$ cat config.mk
export PLATFORM = sky130hd
export DESIGN_NAME = stack_call_sequencer
export DESIGN_NICKNAME = d
export VERILOG_FILES = /design/src/rtl/stack_call_sequencer.sv
export SDC_FILE = /design/constraint.sdc
export NUM_CORES = 1
export LEC_CHECK = 0
export BUFFER_PORTS_ARGS = -buffer_cell sky130_fd_sc_hd__clkbuf_2
export CAP_MARGIN = 40
export CORE_MARGIN = 4
export CORE_UTILIZATION = 51
export DETAILED_ROUTE_END_ITERATION = 10
export GPL_ROUTABILITY_DRIVEN = 0
export PLACE_DENSITY = 0.8
export SETUP_SLACK_MARGIN = 0.2
export SLEW_MARGIN = 30
export SYNTH_ARGS = -nofsm -noshare
export SYNTH_HDL_FRONTEND = slang
export SYNTH_SLANG_ARGS = --single-unit
export TNS_END_PERCENT = 100
$ cat constraint.sdc
create_clock -name clk -period 2.5 [get_ports clk]
set_input_delay 0.25 -clock clk [delete_from_list [all_inputs] [get_ports clk]]
set_output_delay 0.25 -clock clk [all_outputs]
set_load 0.02 [all_outputs]
$ cat src/rtl/stack_call_sequencer.sv
// Sequencer for PUSH/POP/CALL/RET: one handshaked memory access per operation,
// then a single commit cycle that strobes the SP/PC registers, or a one-cycle fault.
module stack_call_sequencer #(
  parameter logic [15:0] STACK_TOP   = 16'h0190,
  parameter logic [15:0] STACK_LIMIT = 16'h0100
) (
  input  logic        clk,
  input  logic        reset,
  input  logic        op_valid,
  input  logic [2:0]  op_code,
  input  logic [15:0] op_data,
  output logic        op_ready,
  input  logic [15:0] pc_value,
  input  logic [15:0] sp_value,
  output logic        mem_req,
  output logic        mem_we,
  output logic [15:0] mem_addr,
  output logic [15:0] mem_wdata,
  input  logic        mem_ack,
  input  logic [15:0] mem_rdata,
  output logic        sp_push,
  output logic        sp_pop,
  output logic        pc_jump_en,
  output logic [15:0] pc_jump_addr,
  output logic [15:0] pop_data,
  output logic        pop_valid,
  output logic        fault_valid,
  output logic [1:0]  fault_code
);

  localparam logic [2:0] OP_NOP  = 3'd0;
  localparam logic [2:0] OP_PUSH = 3'd1;
  localparam logic [2:0] OP_POP  = 3'd2;
  localparam logic [2:0] OP_CALL = 3'd3;
  localparam logic [2:0] OP_RET  = 3'd4;

  localparam logic [1:0] FAULT_OVERFLOW  = 2'd1;
  localparam logic [1:0] FAULT_UNDERFLOW = 2'd2;
  localparam logic [1:0] FAULT_ILLEGAL   = 2'd3;

  typedef enum logic [1:0] {IDLE, MEM, COMMIT, FAULT} state_t;

  state_t      state, next_state;
  logic        accept;
  logic [2:0]  snap_op;
  logic [15:0] snap_data, snap_pc, snap_sp;
  logic [15:0] rdata_q, pop_data_q;
  logic [1:0]  fault_code_q, next_fault_code;

  always_ff @(posedge clk or negedge reset) begin
    if (!reset) begin
      state        <= IDLE;
      fault_code_q <= 2'd0;
    end else begin
      state        <= next_state;
      fault_code_q <= next_fault_code;
    end
  end

  // Snapshots freeze the operation at acceptance; the sources may change afterwards.
  always_ff @(posedge clk or negedge reset) begin
    if (!reset) begin
      snap_op    <= OP_NOP;
      snap_data  <= 16'h0000;
      snap_pc    <= 16'h0000;
      snap_sp    <= 16'h0000;
      rdata_q    <= 16'h0000;
      pop_data_q <= 16'h0000;
    end else begin
      if (accept) begin
        snap_op   <= op_code;
        snap_data <= op_data;
        snap_pc   <= pc_value;
        snap_sp   <= sp_value;
      end
      if (state == MEM && mem_ack) begin
        rdata_q <= mem_rdata;
        if (snap_op == OP_POP)
          pop_data_q <= mem_rdata;
      end
    end
  end

  always_comb begin
    next_state      = state;
    next_fault_code = fault_code_q;
    accept          = 1'b0;
    case (state)
      IDLE: begin
        if (op_valid) begin
          accept = 1'b1;
          case (op_code)
            OP_NOP: next_state = IDLE;
            OP_PUSH, OP_CALL: begin
              if (sp_value == STACK_LIMIT) begin
                next_state      = FAULT;
                next_fault_code = FAULT_OVERFLOW;
              end else begin
                next_state = MEM;
              end
            end
            OP_POP, OP_RET: begin
              if (sp_value == STACK_TOP) begin
                next_state      = FAULT;
                next_fault_code = FAULT_UNDERFLOW;
              end else begin
                next_state = MEM;
              end
            end
            default: begin
              next_state      = FAULT;
              next_fault_code = FAULT_ILLEGAL;
            end
          endcase
        end
      end
      MEM:     if (mem_ack) next_state = COMMIT;
      COMMIT:  next_state = IDLE;
      FAULT:   next_state = IDLE;
      default: next_state = IDLE;
    endcase
  end

  // Every output is decoded from state and snapshot registers only.
  always_comb begin
    op_ready     = (state == IDLE);
    mem_req      = 1'b0;
    mem_we       = 1'b0;
    mem_addr     = 16'h0000;
    mem_wdata    = 16'h0000;
    sp_push      = 1'b0;
    sp_pop       = 1'b0;
    pc_jump_en   = 1'b0;
    pc_jump_addr = 16'h0000;
    pop_valid    = 1'b0;
    fault_valid  = 1'b0;
    case (state)
      MEM: begin
        mem_req = 1'b1;
        case (snap_op)
          OP_PUSH: begin
            mem_we    = 1'b1;
            mem_addr  = snap_sp - 16'd1;
            mem_wdata = snap_data;
          end
          OP_CALL: begin
            mem_we    = 1'b1;
            mem_addr  = snap_sp - 16'd1;
            mem_wdata = snap_pc + 16'd1;
          end
          default: mem_addr = snap_sp;
        endcase
      end
      COMMIT: begin
        case (snap_op)
          OP_PUSH: sp_push = 1'b1;
          OP_CALL: begin
            sp_push      = 1'b1;
            pc_jump_en   = 1'b1;
            pc_jump_addr = snap_data;
          end
          OP_POP: begin
            sp_pop    = 1'b1;
            pop_valid = 1'b1;
          end
          OP_RET: begin
            sp_pop       = 1'b1;
            pc_jump_en   = 1'b1;
            pc_jump_addr = rdata_q;
          end
          default: ;
        endcase
      end
      FAULT: fault_valid = 1'b1;
      default: ;
    endcase
  end

  assign pop_data   = pop_data_q;
  assign fault_code = fault_code_q;

endmodule

### After elaboration in Yosys (flattened, before gate mapping)

Cells that the tools add are included.

* reductions and logical operators: 12
* bitwise operators: 1
* muxes and demuxes: 28
* add/subtract/negate cells: 2
* eq/ne operators: 17

Operator list (count)
* 2-to-1 mux 16 bit: 4
* case mux 16 bit (2 select lines): 2
* equality test 16 x 9 -> 1 bit (second input constant): 2
* case mux 2 bit (3 select lines): 3
* adder 16 x 1 -> 16 bit (second input constant): 1
* subtractor 16 x 1 -> 16 bit (second input constant): 1
* 2-to-1 mux 1 bit: 13
* equality test 3 x 2 -> 1 bit (second input constant): 4
* 2-to-1 mux 2 bit: 6
* OR reduction 2 bit: 6
* inequality test 2 bit (second input constant): 4
* equality test 3 x 1 -> 1 bit (second input constant): 2
* equality test 3 bit (second input constant): 2
* AND reduction 5 bit: 1
* equality test 2 bit (second input constant): 2
* AND reduction 2 bit: 2
* zero test 3 bit: 1
* equality test 2 x 1 -> 1 bit (second input constant): 1
* zero test 2 bit: 1
* logical AND 1 bit: 1
* NOT 1 bit: 1

* flip-flop bits (word level): 87
* word-level logic and storage cells: 68
* bits of input ports: 71
* output and inout port bits: 74

### Longest topological paths before layout

Gate-level depths: netlist (run 1).

* depth in word-level cells: 5
* depth in mapped cells: 8
* gate-level depth less buffers: 6

### Least setup slack after synthesis (run 1)

Ideal clock, no wire load.

* kind: register to output
* start point: register snap_sp[8]
* end point: output port mem_addr[12]
* required time: 2250 ps
* setup slack: 118 ps
* arrival: 2132 ps
* stages on the path, launching flop included: 6
* cell sequence: dfrtp_1 > or4_1 > or3_1 > buf_2 > or4_1 > a21oi_1

* cells in the longest elaborated chain, start to end: 3

RTL lines
* from (decl): RTL line 46 `logic [15:0] snap_data, snap_pc, snap_sp;`
* from (signal assigned): RTL line 74 `snap_sp <= sp_value;`
* subtractor 16 x 1 -> 16 bit: RTL line 143, 148
* 2-to-1 mux 16 bit
* 2-to-1 mux 16 bit: RTL line 137 `case (state)`
* to (decl): RTL line 17 `output logic [15:0] mem_addr,`

Every way passes these cells.

### Worst setup path after layout (run 1)

Ends and elaborated chain as after synthesis.

==> impl_metrics.yaml, run 1 <==
timing:
  hold_viol: 0
  tightest_slew_ns: 0.685
  rsz0062_at_grt: "true"
  finalClockSkew_ns: 0.0122
  setup_viol: 5
  fmax_mhz: 378
  slew_violations: 0
  relSlewSlack_pct: 54.3
  fin_crit_sh_pct: 106
  layout_setup_ws_ns: -0.147
  period_minus_slack_ns: 2.65
global_route:
  antenna_found_initial: 0
  grt_max_degree: 48
  gr-total-overflow: 0
  busiest_layer: "met2"
  grt_util_met1_pct: 29.7
  grt_util_met2_pct: 39.4
  grt_util_met3_pct: 5.51
  grt_pass1_wl_um: 18900
  grtUsageTotal_pct: 23.3
  grt_pass1_vias: 3833
finish:
  fin_util_pct: 71.0
  drive_gt1_share_pct: 54.2
  multi_input_area_um2: 2380
  final_common_cell: "clkbuf_2"
  regArea_um2: 2180
  fin_nets: 622
  syn_to_final_growth_pct: 33.3
  n_fill_cell: 616
  num_antenna_cells: 0
  final_cell_mix: "134 x clkbuf_2, 84 x dfrtp_1, 74 x mux2_2, 26 x nor2_1, 23 x buf_4"
place:
  port-buffer-count: 144
  pre_cts_ws_ns: 0.0330
  dp_hpwl_um: 8790
worst_setup_path:
  cpMostUsedCell: "or4_4"
  worstPathCellList: "or4_4 -> or3_4 -> or4_4 -> a21oi_2 -> clkbuf_8"
  crit_fanout: 6
  arrival_ns: 2.40
  crit_type: "reg -> out"
  critical_path_buf_inv_count: 1
  critical-path-max-stage-delay_ns: 0.54
  end_kind: "output port"
  startpoint_type: "flip-flop"
  path_delay_family: "simple AND/OR/NAND/NOR gates"
  required_ns: 2.25
  worst_path_max_delay_cell: "or4_4"
yosys:
  yosys_warnings: 0
  synth_nets: 464
  synth_cell_types: 46
  yosysTopAreaCellShare_pct: 49.0
  seq_area_frac_synth_pct: 49.0
  avgSynthCellArea_um2: 11.4
  synth-edff-count: 0
  async_flop_share_pct: 100
  synth.ff_latch_count: 87
  synth_top_area_cell: "dfrtp_1"
  synth_area_leaders: "dfrtp_1 49%, mux2_2 19%, a22o_1 3.4%"
  syn_inst: 391
  syn_area_um2: 4440
  synthFlopType: "dfrtp_1"
cts:
  htreeDepth: 3
  cts_tree: "done"
  clock_sinks: 87
  cts_made_buffers: 9
  clk_latency_ns: 0.36
  clk_pin_slew_ns: 0.09
  cts_root_buf: "clkbuf_8"
  clock_path_buffers: 2
die:
  die_y_um: 101
  rows: 33
  fp.coreArea_um2: 8340
  io_pins: 145
  die_width_um: 101
  die-area_um2: 10300
  start_util_pct: 53.3
hold_path:
  holdCritPathClass: "in -> reg"
power_and_ir_drop:
  vdd_drop_max_mv: 0.587
  power_mw: 7.19
  powerDensity_nw_per_um2: 1210
  power.leakage_nw: 2.66
routing:
  route.detailed.drc: 0
  vias_per_cell: 5.69
  dr.pass1.iters: 4
  vias: 3750
  routedWlPerCell_um: 17.9
  postRouteAntennaNets: 0
  first_iter_violations: 114
  detail_route.wirelength_um: 11800
status:
  outcome: "complete, but fails checks"
  violations: "negative setup slack"
run:
  cap_violations: 0
==> cells by family (layout without fill, tap and decap cells) <==
| logic type | count (synthesis) | after routing | share of synthesized area (%) |
|---|---|---|---|
| compound gates | 65 | 65 | 10.3 |
| xor+xnor | 20 | 20 | 3.94 |
| fa+ha+maj | 2 | 2 | 0.563 |
| buf+inv | 29 | 192 | 2.90 |
| flops | 87 | 87 | 49.0 |
| mux | 79 | 79 | 19.9 |
| simple gates | 109 | 109 | 13.3 |
==> final timing paths <==
kind	startpoint	endpoint	slack [ns]	cells after the start
max	snap_sp[8]$_DFFE_PN0P_	mem_addr[12]	-0.15	5
min	pc_value[11]	snap_pc[11]$_DFFE_PN0P_	0.10	3
max reg2reg	state[1]$_DFFE_PN0P_	pop_data[10]$_DFFE_PN0P_	0.49	5
min reg2reg	pop_data[4]$_DFFE_PN0P_	pop_data[4]$_DFFE_PN0P_	0.51	1
max in group asynchronous	reset	snap_pc[12]$_DFFE_PN0P_	1.46	3
min in group asynchronous	reset	snap_pc[5]$_DFFE_PN0P_	0.40	2
==> stage by stage <==
| stage | setup TNS, ns | instances | hold slack (ns) | cell area, um2 |
|---|---|---|---|---|
| after floorplan | 0 | 391 | -0.0456 | 4460 |
| after global placement | 0 | 635 | 0.264 | 5370 |
| after detailed placement | 0 | 635 | 0.263 | 5370 |
| after CTS | -0.941 | 655 | 0.0996 | 5750 |
| after global routing | -0.997 | 659 | 0.109 | 5920 |
| final | -0.613 | 659 | 0.105 | 5920 |
==> final cells by class <==
cell class                 count  share of cell area [%]
sequential                    87                    36.8
inverter                      11                   0.739
tap                          105                    2.22
timing repair buffer         165                    16.1
clock inverter                 7                    1.94
multi-input combinational    275                    40.1
clock buffer                   9                    2.09
==> tightest hold or removal path, cell delays in order <==
cell	delay, ns
clkbuf_2	0.07
nand2_1	0.03
o21ai_0	0.06
==> where the power goes <==
group          leakage [nW]  internal, mW  switching (mW)
Sequential             1.03          2.10           0.639
Clock                 0.117         0.589           0.562
Combinational          1.51          1.55            1.75
==> state kept, by name, indices dropped and copies added, names as in the netlist <==
| signal | cells |
|---|---|
| fault_code | 2 |
| snap_sp | 16 |
| rdata_q | 16 |
| snap_data | 16 |
| snap_op | 3 |
| pop_data | 16 |
| state | 2 |
| snap_pc | 16 |
==> timing repair <==
| item | CTS | global route |
|---|---|---|
| endpoints found under the setup margin | 29 | 40 |
| pin swaps | 6 | 6 |
| resized for setup | 23 | 38 |
| setup buffers | 3 | 4 |
| gates cloned | 0 | 0 |
| endpoints found under the hold margin | 40 | 0 |
| hold buffers | 1 | 0 |
==> synth_stat cells (2+ instances only) <==
| master | number |
|---|---|
| dfrtp_1 | 87 |
| mux2_2 | 74 |
| nor2_1 | 27 |
| nand2_1 | 18 |
| a22o_1 | 17 |
| o21ai_0 | 16 |
| xnor2_1 | 16 |
| clkbuf_1 | 11 |
| inv_1 | 10 |
| a21oi_1 | 9 |
| nand2b_1 | 8 |
| nand3_1 | 8 |
| nor4_1 | 8 |
| nor3_1 | 7 |
| o2bb2ai_1 | 7 |
| or4_1 | 7 |
| or3_1 | 6 |
| a211oi_1 | 5 |
| buf_2 | 4 |
| mux2i_1 | 4 |
| nand4_1 | 4 |
| xor2_1 | 4 |
| and2_1 | 3 |
| o31ai_1 | 3 |
| or2_2 | 3 |
| a311oi_1 | 2 |
| buf_6 | 2 |
| ha_1 | 2 |
| nor3b_1 | 2 |
==> per-layer routing <==
layer	share of wire [%]	vias up	wire, um
met5	0	-	0
li1	-	1752	-
met3	7.4	19	873
met4	1.7	0	199
met1	41	1829	4820
met2	50	150	5910
(Power assumes the default switching activity.)
==> run 2: changes to the inputs <==
- CORE_MARGIN: 4 -> 2
- CORE_UTILIZATION: 51 -> 39
- PLACE_DENSITY: 0.8 -> unset
==> run 2 against run 1 <==
Effect of this change:
- the run still ends with negative setup slack left
- worst setup slack better by 0.0064 ns
- wire length fell by 1.2%
- global-route usage down 4.0 points
- highest routed layer unchanged
- maximum frequency rose by 0.24%
- cell count up 5.5%
- final area is 1.2% higher
- critical path type unchanged
- largest cell class unchanged
==> impl_metrics.yaml, run 2 (synthesis results as in run 1) <==
die:
  rows: 38
  die_y_um: 111
  die-area_um2: 12300
  fp.coreArea_um2: 11000
  start_util_pct: 40.5
  die_width_um: 111
  io_pins: 145
worst_setup_path:
  startpoint_type: "flip-flop"
  arrival_ns: 2.39
  crit_fanout: 8
  required_ns: 2.25
  crit_path_start: "snap_sp[8]$_DFFE_PN0P_"
  crit_type: "reg -> out"
  r2r_start: "state[1]$_DFFE_PN0P_"
  end_kind: "output port"
global_route:
  gr-total-overflow: 0
  grtUsageTotal_pct: 19.3
  antenna_found_initial: 0
  grt_max_degree: 65
  grt_pass1_wl_um: 18900
  grt_pass1_vias: 3733
finish:
  final_cells: 695
  final_cell_mix: "137 x clkbuf_2, 85 x dfrtp_1, 74 x mux2_2, 26 x nor2_1, 22 x buf_4"
  fin_util_pct: 54.6
  multi_input_area_um2: 2340
  fin_area_um2: 5990
  n_fill_cell: 966
  fin_nets: 623
  num_antenna_cells: 0
  drive_gt1_share_pct: 52.6
  syn_to_final_growth_pct: 34.9
  regArea_um2: 2180
  final_common_cell: "clkbuf_2"
place:
  dp_hpwl_um: 8630
  port-buffer-count: 144
  pre_cts_ws_ns: 0.00168
  placed_cell_area_um2: 5410
  dp.cells: 670
routing:
  detail_route.wirelength_um: 11700
  vias: 3655
  vias_per_cell: 5.26
  first_iter_violations: 156
  routedWlPerCell_um: 16.8
  route.detailed.drc: 0
  postRouteAntennaNets: 0
  dr.pass1.iters: 4
status:
  outcome: "complete, but fails checks"
  violations: "negative setup slack"
hold_path:
  holdCritPathClass: "in -> reg"
  holdCritStartpoint: "pc_value[7]"
cts:
  cts_made_buffers: 9
  clock_path_buffers: 2
  cts_tree: "done"
  htreeDepth: 3
  clk_pin_slew_ns: 0.07
  cts_root_buf: "clkbuf_16"
  clock_sinks: 87
  clk_latency_ns: 0.34
power_and_ir_drop:
  powerDensity_nw_per_um2: 1210
  vdd_drop_max_mv: 0.649
  power.leakage_nw: 2.69
  power_mw: 7.28
timing:
  layout_setup_ws_ns: -0.140
  fin_crit_sh_pct: 106
  rsz0062_at_grt: "true"
  tightest_slew_ns: 0.705
  finalClockSkew_ns: 0.00772
  relSlewSlack_pct: 53.0
  slew_violations: 0
  setup_viol: 5
  hold_viol: 0
  fmax_mhz: 379
  period_minus_slack_ns: 2.64
run:
  cap_violations: 0
[run 2: stage by stage]
stage	hold WS [ns]	TNS (ns)
after floorplan	-0.0456	0
after global placement	0.172	0
after CTS	0.103	-0.744
after global routing	0.121	-0.939
after detailed placement	0.173	0
final	0.116	-0.631
[run 2: power breakdown]
part           leakage (nW)  internal, mW  total [mW]  switching [mW]
Combinational          1.51          1.50        3.18            1.68
Sequential             1.04          2.10        2.74           0.643
Clock                 0.144         0.784        1.36           0.577
[run 2: final cells by class]
class / count / share of cell area (%)
clock inverters: 7 / 1.31
inverters: 11 / 0.731
flip-flops and latches: 87 / 36.4
repair buffers: 166 / 15.9
well taps: 140 / 2.92
multi-input cells: 275 / 39.0
clock buffers: 9 / 3.76
[run 2: critical path: stages (launching register included)]
cell and delay [ns]:
dfrtp_1 0.39, or4_4 0.55, or3_4 0.39, or4_1 0.43, a21oi_2 0.15, clkbuf_8 0.15
[run 2: worst paths after layout]
check                                      endpoint  slack (ns)  cells past startpoint
max                                    mem_addr[12]       -0.14                      5
min                          snap_pc[7]$_DFFE_PN0P_        0.12                      3
max reg2reg                pop_data[10]$_DFFE_PN0P_        0.48                      5
min reg2reg                pop_data[11]$_DFFE_PN0P_        0.51                      1
max in group asynchronous    snap_pc[3]$_DFFE_PN0P_        1.47                      3
min in group asynchronous   rdata_q[10]$_DFFE_PN0P_        0.34                      2
[run 2: repair_timing]
| action | CTS | global route |
|---|---|---|
| pin swaps | 2 | 5 |
| endpoints found under the setup margin | 15 | 31 |
| setup buffers | 4 | 4 |
| hold buffers | 1 | 0 |
| gates resized for setup | 17 | 28 |
| hold endpoints to repair | 23 | 0 |
[run 2: layer usage]
| metal | up-vias | global-route usage (%) | wire length [um] |
|---|---|---|---|
| li1 | 1749 | - | - |
| met1 | 1770 | 24.0 | 5000 |
| met2 | 123 | 31.9 | 5550 |
| met3 | 13 | 6.72 | 956 |
| met4 | 0 | 5.33 | 155 |
| met5 | - | 0 | 0 |
